`config.mk`:
```
export PLATFORM = sky130hd
export DESIGN_NAME = avalon_hex_display_flat
export DESIGN_NICKNAME = d
export VERILOG_FILES = /design/src/rtl/avalon_hex_display_if.sv /design/src/rtl/avalon_hex_display.sv /design/src/flat_wrapper.sv
export SDC_FILE = /design/constraint.sdc
export NUM_CORES = 1
export LEC_CHECK = 0
export BUFFER_PORTS_ARGS = -buffer_cell sky130_fd_sc_hd__buf_2
export CAP_MARGIN = 10
export CORE_MARGIN = 2
export CORE_UTILIZATION = 35
export CTS_CLUSTER_SIZE = 40
export DETAILED_ROUTE_END_ITERATION = 8
export HOLD_SLACK_MARGIN = 0.02
export PLACE_DENSITY_LB_ADDON = 0.25
export SETUP_SLACK_MARGIN = 0.02
export SYNTH_ARGS = -nofsm -noshare
export SYNTH_HDL_FRONTEND = slang
export SYNTH_SLANG_ARGS = --single-unit
```
`constraint.sdc`:
```
create_clock -name clk -period 2 [get_ports clk]
set_input_delay 0.1 -clock clk [delete_from_list [all_inputs] [get_ports clk]]
set_output_delay 0.1 -clock clk [all_outputs]
set_load 0.03 [all_outputs]
```
`src/rtl/avalon_hex_display_if.sv`:
```
// Avalon-MM slave bus bundle for avalon_hex_display (word address, zero-wait reads).
interface avalon_hex_display_if;
  logic [3:0]  address;
  logic        chipselect;
  logic        write_n;
  logic [31:0] writedata;
  logic [31:0] readdata;

  modport master (
    output address, chipselect, write_n, writedata,
    input  readdata
  );

  modport slave (
    input  address, chipselect, write_n, writedata,
    output readdata
  );
endinterface

```
`src/rtl/avalon_hex_display.sv`:
```
// Avalon-MM register block driving NUM_DIGITS seven-segment digits with hex decode, blink and blank.
// Optional decimal point per digit when HEX_DISP_DP_EN is defined (SW=8, else SW=7).
module avalon_hex_display #(
  parameter int NUM_DIGITS = 6,
  parameter int BLINK_DIV  = 25000000,
  parameter int ACTIVE_LOW = 1,
`ifdef HEX_DISP_DP_EN
  localparam int SW = 8
`else
  localparam int SW = 7
`endif
) (
  input  logic                     clk,
  input  logic                     reset_n,
  avalon_hex_display_if.slave      bus,
  output logic [NUM_DIGITS*SW-1:0] out_port
);

  localparam int CW = (BLINK_DIV > 2) ? $clog2(BLINK_DIV) : 1;
  localparam logic [CW-1:0] CNT_LAST = CW'(BLINK_DIV - 1);
  localparam logic [SW-1:0] INV = {SW{ACTIVE_LOW != 0}};

  typedef enum logic [3:0] {
    REG_CTRL   = 4'd8,
    REG_MASK   = 4'd9,
    REG_PACKED = 4'd10,
    REG_STATUS = 4'd11
  } reg_addr_e;

  logic [SW-1:0]           digit [NUM_DIGITS];
  logic                    decode;
  logic                    blank;
  logic                    blink_en;
  logic [NUM_DIGITS-1:0]   blink_mask;
  logic [CW-1:0]           blink_cnt;
  logic                    blink_phase;
  logic [NUM_DIGITS*SW-1:0] out_next;
  logic                    wr;
  logic                    ctrl_wr;
  logic                    unused_wdata;

  assign wr           = bus.chipselect && !bus.write_n;
  assign ctrl_wr      = wr && (bus.address == REG_CTRL);
  assign unused_wdata = ^bus.writedata;

  function automatic logic [6:0] hex_seg(input logic [3:0] n);
    case (n)
      4'h0: return 7'h3F;
      4'h1: return 7'h06;
      4'h2: return 7'h5B;
      4'h3: return 7'h4F;
      4'h4: return 7'h66;
      4'h5: return 7'h6D;
      4'h6: return 7'h7D;
      4'h7: return 7'h07;
      4'h8: return 7'h7F;
      4'h9: return 7'h6F;
      4'hA: return 7'h77;
      4'hB: return 7'h7C;
      4'hC: return 7'h39;
      4'hD: return 7'h5E;
      4'hE: return 7'h79;
      default: return 7'h71;
    endcase
  endfunction

  function automatic logic [SW-1:0] lit_pattern(input logic [SW-1:0] d, input logic dec);
    logic [6:0] seg;
    seg = dec ? hex_seg(d[3:0]) : d[6:0];
`ifdef HEX_DISP_DP_EN
    return {d[7], seg};
`else
    return seg;
`endif
  endfunction

  always_comb begin
    out_next = '0;
    for (int unsigned i = 0; i < NUM_DIGITS; i++) begin
      if (blank || (blink_en && blink_mask[i] && blink_phase))
        out_next[SW*i +: SW] = INV;
      else
        out_next[SW*i +: SW] = lit_pattern(digit[i], decode) ^ INV;
    end
  end

  always_comb begin
    bus.readdata = '0;
    for (int unsigned i = 0; i < NUM_DIGITS; i++) begin
      if (bus.address == 4'(i))
        bus.readdata[SW-1:0] = digit[i];
    end
    case (bus.address)
      REG_CTRL:   bus.readdata[2:0] = {blink_en, blank, decode};
      REG_MASK:   bus.readdata[NUM_DIGITS-1:0] = blink_mask;
      REG_STATUS: bus.readdata[0] = blink_phase;
      default: ;
    endcase
  end

  always_ff @(posedge clk or negedge reset_n) begin
    if (!reset_n) begin
      for (int unsigned i = 0; i < NUM_DIGITS; i++)
        digit[i] <= '0;
      decode      <= 1'b0;
      blank       <= 1'b0;
      blink_en    <= 1'b0;
      blink_mask  <= '0;
      blink_cnt   <= '0;
      blink_phase <= 1'b0;
      out_port    <= {NUM_DIGITS{INV}};
    end else begin
      out_port <= out_next;

      if (wr) begin
        for (int unsigned i = 0; i < NUM_DIGITS; i++) begin
          if (bus.address == 4'(i))
            digit[i] <= bus.writedata[SW-1:0];
          if (bus.address == REG_PACKED)
            digit[i] <= SW'(bus.writedata[4*i +: 4]);
        end
        if (bus.address == REG_CTRL)
          {blink_en, blank, decode} <= bus.writedata[2:0];
        if (bus.address == REG_MASK)
          blink_mask <= bus.writedata[NUM_DIGITS-1:0];
      end

      // A CTRL write overrides a coincident wrap: disabling clears, enabling from off restarts;
      // rewriting with BLINK_EN already set leaves the engine running.
      if (ctrl_wr && !(bus.writedata[2] && blink_en)) begin
        blink_cnt   <= '0;
        blink_phase <= 1'b0;
      end else if (blink_en) begin
        if (blink_cnt == CNT_LAST) begin
          blink_cnt   <= '0;
          blink_phase <= ~blink_phase;
        end else begin
          blink_cnt <= blink_cnt + 1'b1;
        end
      end
    end
  end

endmodule

```
`src/flat_wrapper.sv`:
```
// flat-port wrapper written by rule: the top's interface ports become plain ports
module avalon_hex_display_flat 
#(
  parameter int NUM_DIGITS = 6,
  parameter int BLINK_DIV  = 25000000,
  parameter int ACTIVE_LOW = 1,

  localparam int SW = 7

)
  (clk, reset_n, out_port, bus_address, bus_chipselect, bus_write_n, bus_writedata, bus_readdata);
  avalon_hex_display_if bus_i ();
  input  logic clk;
  input  logic reset_n;
  output logic [NUM_DIGITS*SW-1:0] out_port;
  input wire logic [$bits(bus_i.address)-1:0] bus_address;
  input wire logic [$bits(bus_i.chipselect)-1:0] bus_chipselect;
  input wire logic [$bits(bus_i.write_n)-1:0] bus_write_n;
  input wire logic [$bits(bus_i.writedata)-1:0] bus_writedata;
  output wire logic [$bits(bus_i.readdata)-1:0] bus_readdata;
  assign bus_i.address = bus_address;
  assign bus_i.chipselect = bus_chipselect;
  assign bus_i.write_n = bus_write_n;
  assign bus_i.writedata = bus_writedata;
  assign bus_readdata = bus_i.readdata;
  avalon_hex_display #(.NUM_DIGITS(NUM_DIGITS), .BLINK_DIV(BLINK_DIV), .ACTIVE_LOW(ACTIVE_LOW)) u_core (.clk(clk), .reset_n(reset_n), .bus(bus_i), .out_port(out_port));
endmodule
```
==> out/metrics.cfg <==
[grt]
grt_max_degree=70
grt_antenna_before_repair=3
gr-total-overflow=0
grt_pass1_vias=5752
grtUsageTotal_pct=18.2
grt_pass1_wl_um=31100

[layout]
layout.nets=969
drive_gt1_share_pct=29.3
area_growth_syn_to_layout_pct=24.0
final_common_cell=nand2_1
final_cells=1176
most-common-layout-cells=nand2_1 (95), buf_2 (75), dfrtp_1 (71)

[cts]
cts_buffers=17
cts_tree=built
clkTransAtPathRegs_ns=0.05
root_buffer=clkbuf_16
h-tree-depth=4
clock_path_buffers=2
worstSkewPairLatency_ns=0.42
cts_num_sinks=119

[worst_setup_path]
critPathTopFamily=compound AO/OA/AOI/OAI gates
rr_startpoint=u_core.blink_cnt[3]$_DFFE_PN0P_
reg2reg_to=u_core.blink_cnt[23]$_DFFE_PN0P_
reg2reg_depth=5
cp-startpoint=u_core.blink_phase$_DFFE_PN0P_
cp.required_ns=1.90
cp_max_fo=5
max_stage_delay_ns=0.42
cpMaxStageDelayCell=dfrtp_1
crit_type=flop to output pin
cp-start-kind=flop
r2r_slack_ns=0.18
worst-path-stages=6
cp.arrival_ns=1.84
crit_buf_inv=1
cp-end-kind=output pin
path_cells=mux2_2 -> a22oi_2 -> nor2_1 -> o21ai_2 -> o311ai_4 -> buf_6

[detailed_routing]
routed_wirelength_um=19300
vias_per_cell=5.11
drcViolationCount=0
drtPass1Iterations=4
drt.antenna.violating_nets=0
route.vias.total=6010
drt_iter0_drc=385
wl_per_cell_um=16.4

[place]
portBuffers=80
dpl.cell_count=1112
place_ws_ns=0.186
dpl.hpwl_um=13700
gp_congestion=0.911

[power_and_ir_drop]
p_int_uw=6430
clkPwrFrac_pct=29.3
p_leak_uw=0.00399
p_per_area_nw_per_um2=1130
p_sw_share_pct=36.9
combPwrFrac_pct=35.3
p_seq_share_pct=35.4
peakVddDrop_mv=0.566
p_sw_uw=3760

[sta]
fin_crit_ns=1.94
layout_setup_ws_ns=0.0609
setup_viol=0
tightest_slew_ns=0.741
final_max_slew_viol_count=0
holdWs_ns=0.244
relSlewSlack_pct=50.6
finalCritPeriodShare_pct=97.0
rsz0062_at_grt=true
clock_skew_ns=0.00945
hold_viol=0
fmax_mhz=516

[logic_synthesis]
synth_cells=769
synth.top_cell.area_share_pct=26.6
async_flop_share_pct=100
synth_top_family_by_area=simple AND/OR/NAND/NOR gates
yosys.area_share.simple_pct=16.5
synth-xor-area-share_pct=2.90
synth_seq_cells=119
synth-seq-area-share_pct=41.8
syn-cell-area_um2=7260
muxShareOfSynthArea_pct=9.36
ys.flop_type=dfrtp_1
synthAdderAreaFrac_pct=6.38
synth_area_leaders=dfrtp_1 (27%), dfstp_2 (15%), ha_1 (6.4%)
ys_warn_count=0
synth_cell_types=51
synth_area_leader_cell=dfrtp_1
synth_edf_count=0
synth_compound_area_share_pct=16.3
synth.avg_cell_area_um2=9.44

[floorplanning]
die_w_um=148
fp.coreArea_um2=20300
die_h_um=148
initial_core_util_pct=35.7
ios=114
die_area_um2=21900
num_rows=52

[run]
cap_violations=0

[outcome]
status=finished clean

[hold_path]
min_path_type=input pin to async pin

## worst reg2reg max path, stage by stage, from the launching register on
cell and delay, ns:
dfrtp_1 0.45, nand4_4 0.19, or4_4 0.59, nor4b_2 0.27, xnor2_1 0.17, nor2_2 0.04
## how the worst max path moves through the flow
| stage | endpoint | slack, ns |
|---|---|---|
| after floorplan | bus_readdata[0] | 0.04 |
| after global placement | bus_readdata[0] | 0.19 |
| after detailed placement | u_core.blink_cnt[19]$_DFFE_PN0P_ | 0.19 |
| after CTS | bus_readdata[0] | -0.01 |
| after global routing | bus_readdata[0] | -0.008 |
| final | bus_readdata[0] | 0.06 |
## power by group through the flow
stage | clock network (uW) | logic (uW) | registers [uW]
2_1_floorplan | 0 | 1920 | 4180
3_3_place_gp | 0 | 3430 | 3670
3_5_place_dp | 0 | 3450 | 3670
4_1_cts | 3060 | 3590 | 3610
5_1_grt | 3170 | 3970 | 3670
6_report | 2990 | 3600 | 3610
## state kept, by name, indices dropped and copies added, names as in the netlist
name / cells
u_core.digit: 42
u_core.out_port: 42
u_core.blink_cnt: 25
u_core.blink_mask: 6
u_core.blank: 1
u_core.blink_en: 1
u_core.blink_phase: 1
u_core.decode: 1
## cells in the mapped netlist (6+ instances only)
library cell and n:
and2_1 7, a21o_1 6, inv_1 31, nand2b_1 10
buf_4 26, dfstp_2 42, buf_2 9, nand4_1 10
a211oi_1 19, o21ai_0 61, nand3_1 31, xnor2_1 15
o211ai_1 21, ha_1 37, nand2_1 95, nor3_1 12
o2111ai_1 6, nor2b_1 10, a31oi_1 8, clkbuf_1 32
nor4_1 8, a21oi_1 44, o22ai_1 6, nor2_1 33
and3_1 8, mux2_2 37, dfrtp_1 77, xor2_1 9
mux2i_1 15
## metal layers
| layer | part of all wire (%) | GRT usage (%) | wire [um] | vias up |
|---|---|---|---|---|
| li1 | - | - | - | 2940 |
| met1 | 46 | 24.7 | 8850 | 2878 |
| met2 | 46 | 27.5 | 8870 | 134 |
| met3 | 4.2 | 4.17 | 812 | 54 |
| met4 | 3.7 | 9.00 | 723 | 4 |
| met5 | 0.16 | 0 | 30 | - |
## final cells by class
cell class / count / area, um2
Timing Repair Buffer: 151 / 1050
Tap cell: 270 / 338
Clock buffer: 24 / 472
Clock inverter: 8 / 100
Sequential cell: 119 / 3040
Multi-Input combinational cell: 572 / 3880
Inverter: 31 / 116
Fill cell: 1979 / 11300
Antenna cell: 1 / 2.50
## cell families after synthesis
logic type                 after synthesis
and+or+nand+nor                        241
muxes                                   57
other                                    1
AOI/OAI and AO/OA                      188
buffers and inverters                  102
xor gates and xnor gates                24
adders and majority gates               37
DFF                                    119
## per-stage QoR
stage	area, um2	util (%)	setup TNS (ns)	total power, uW
finish	8990	44.3	0	10200
global route	8990	44.3	-0.00795	10800
CTS	8960	44.1	-0.0115	10300
detailed placement	8050	39.7	0	7130
global placement	8050	39.7	0	7100
floorplan	7350	-	0	6100
## timing repair
| action | CTS | global route |
|---|---|---|
| endpoints found under the setup margin | 3 | 4 |
| hold buffers | 25 | 0 |
| pin swaps | 2 | 2 |
| resized for setup | 17 | 5 |
| setup buffers | 5 | 1 |
| endpoints found under the hold margin | 33 | 0 |
No activity file was read; power rests on OpenSTA's default activity.
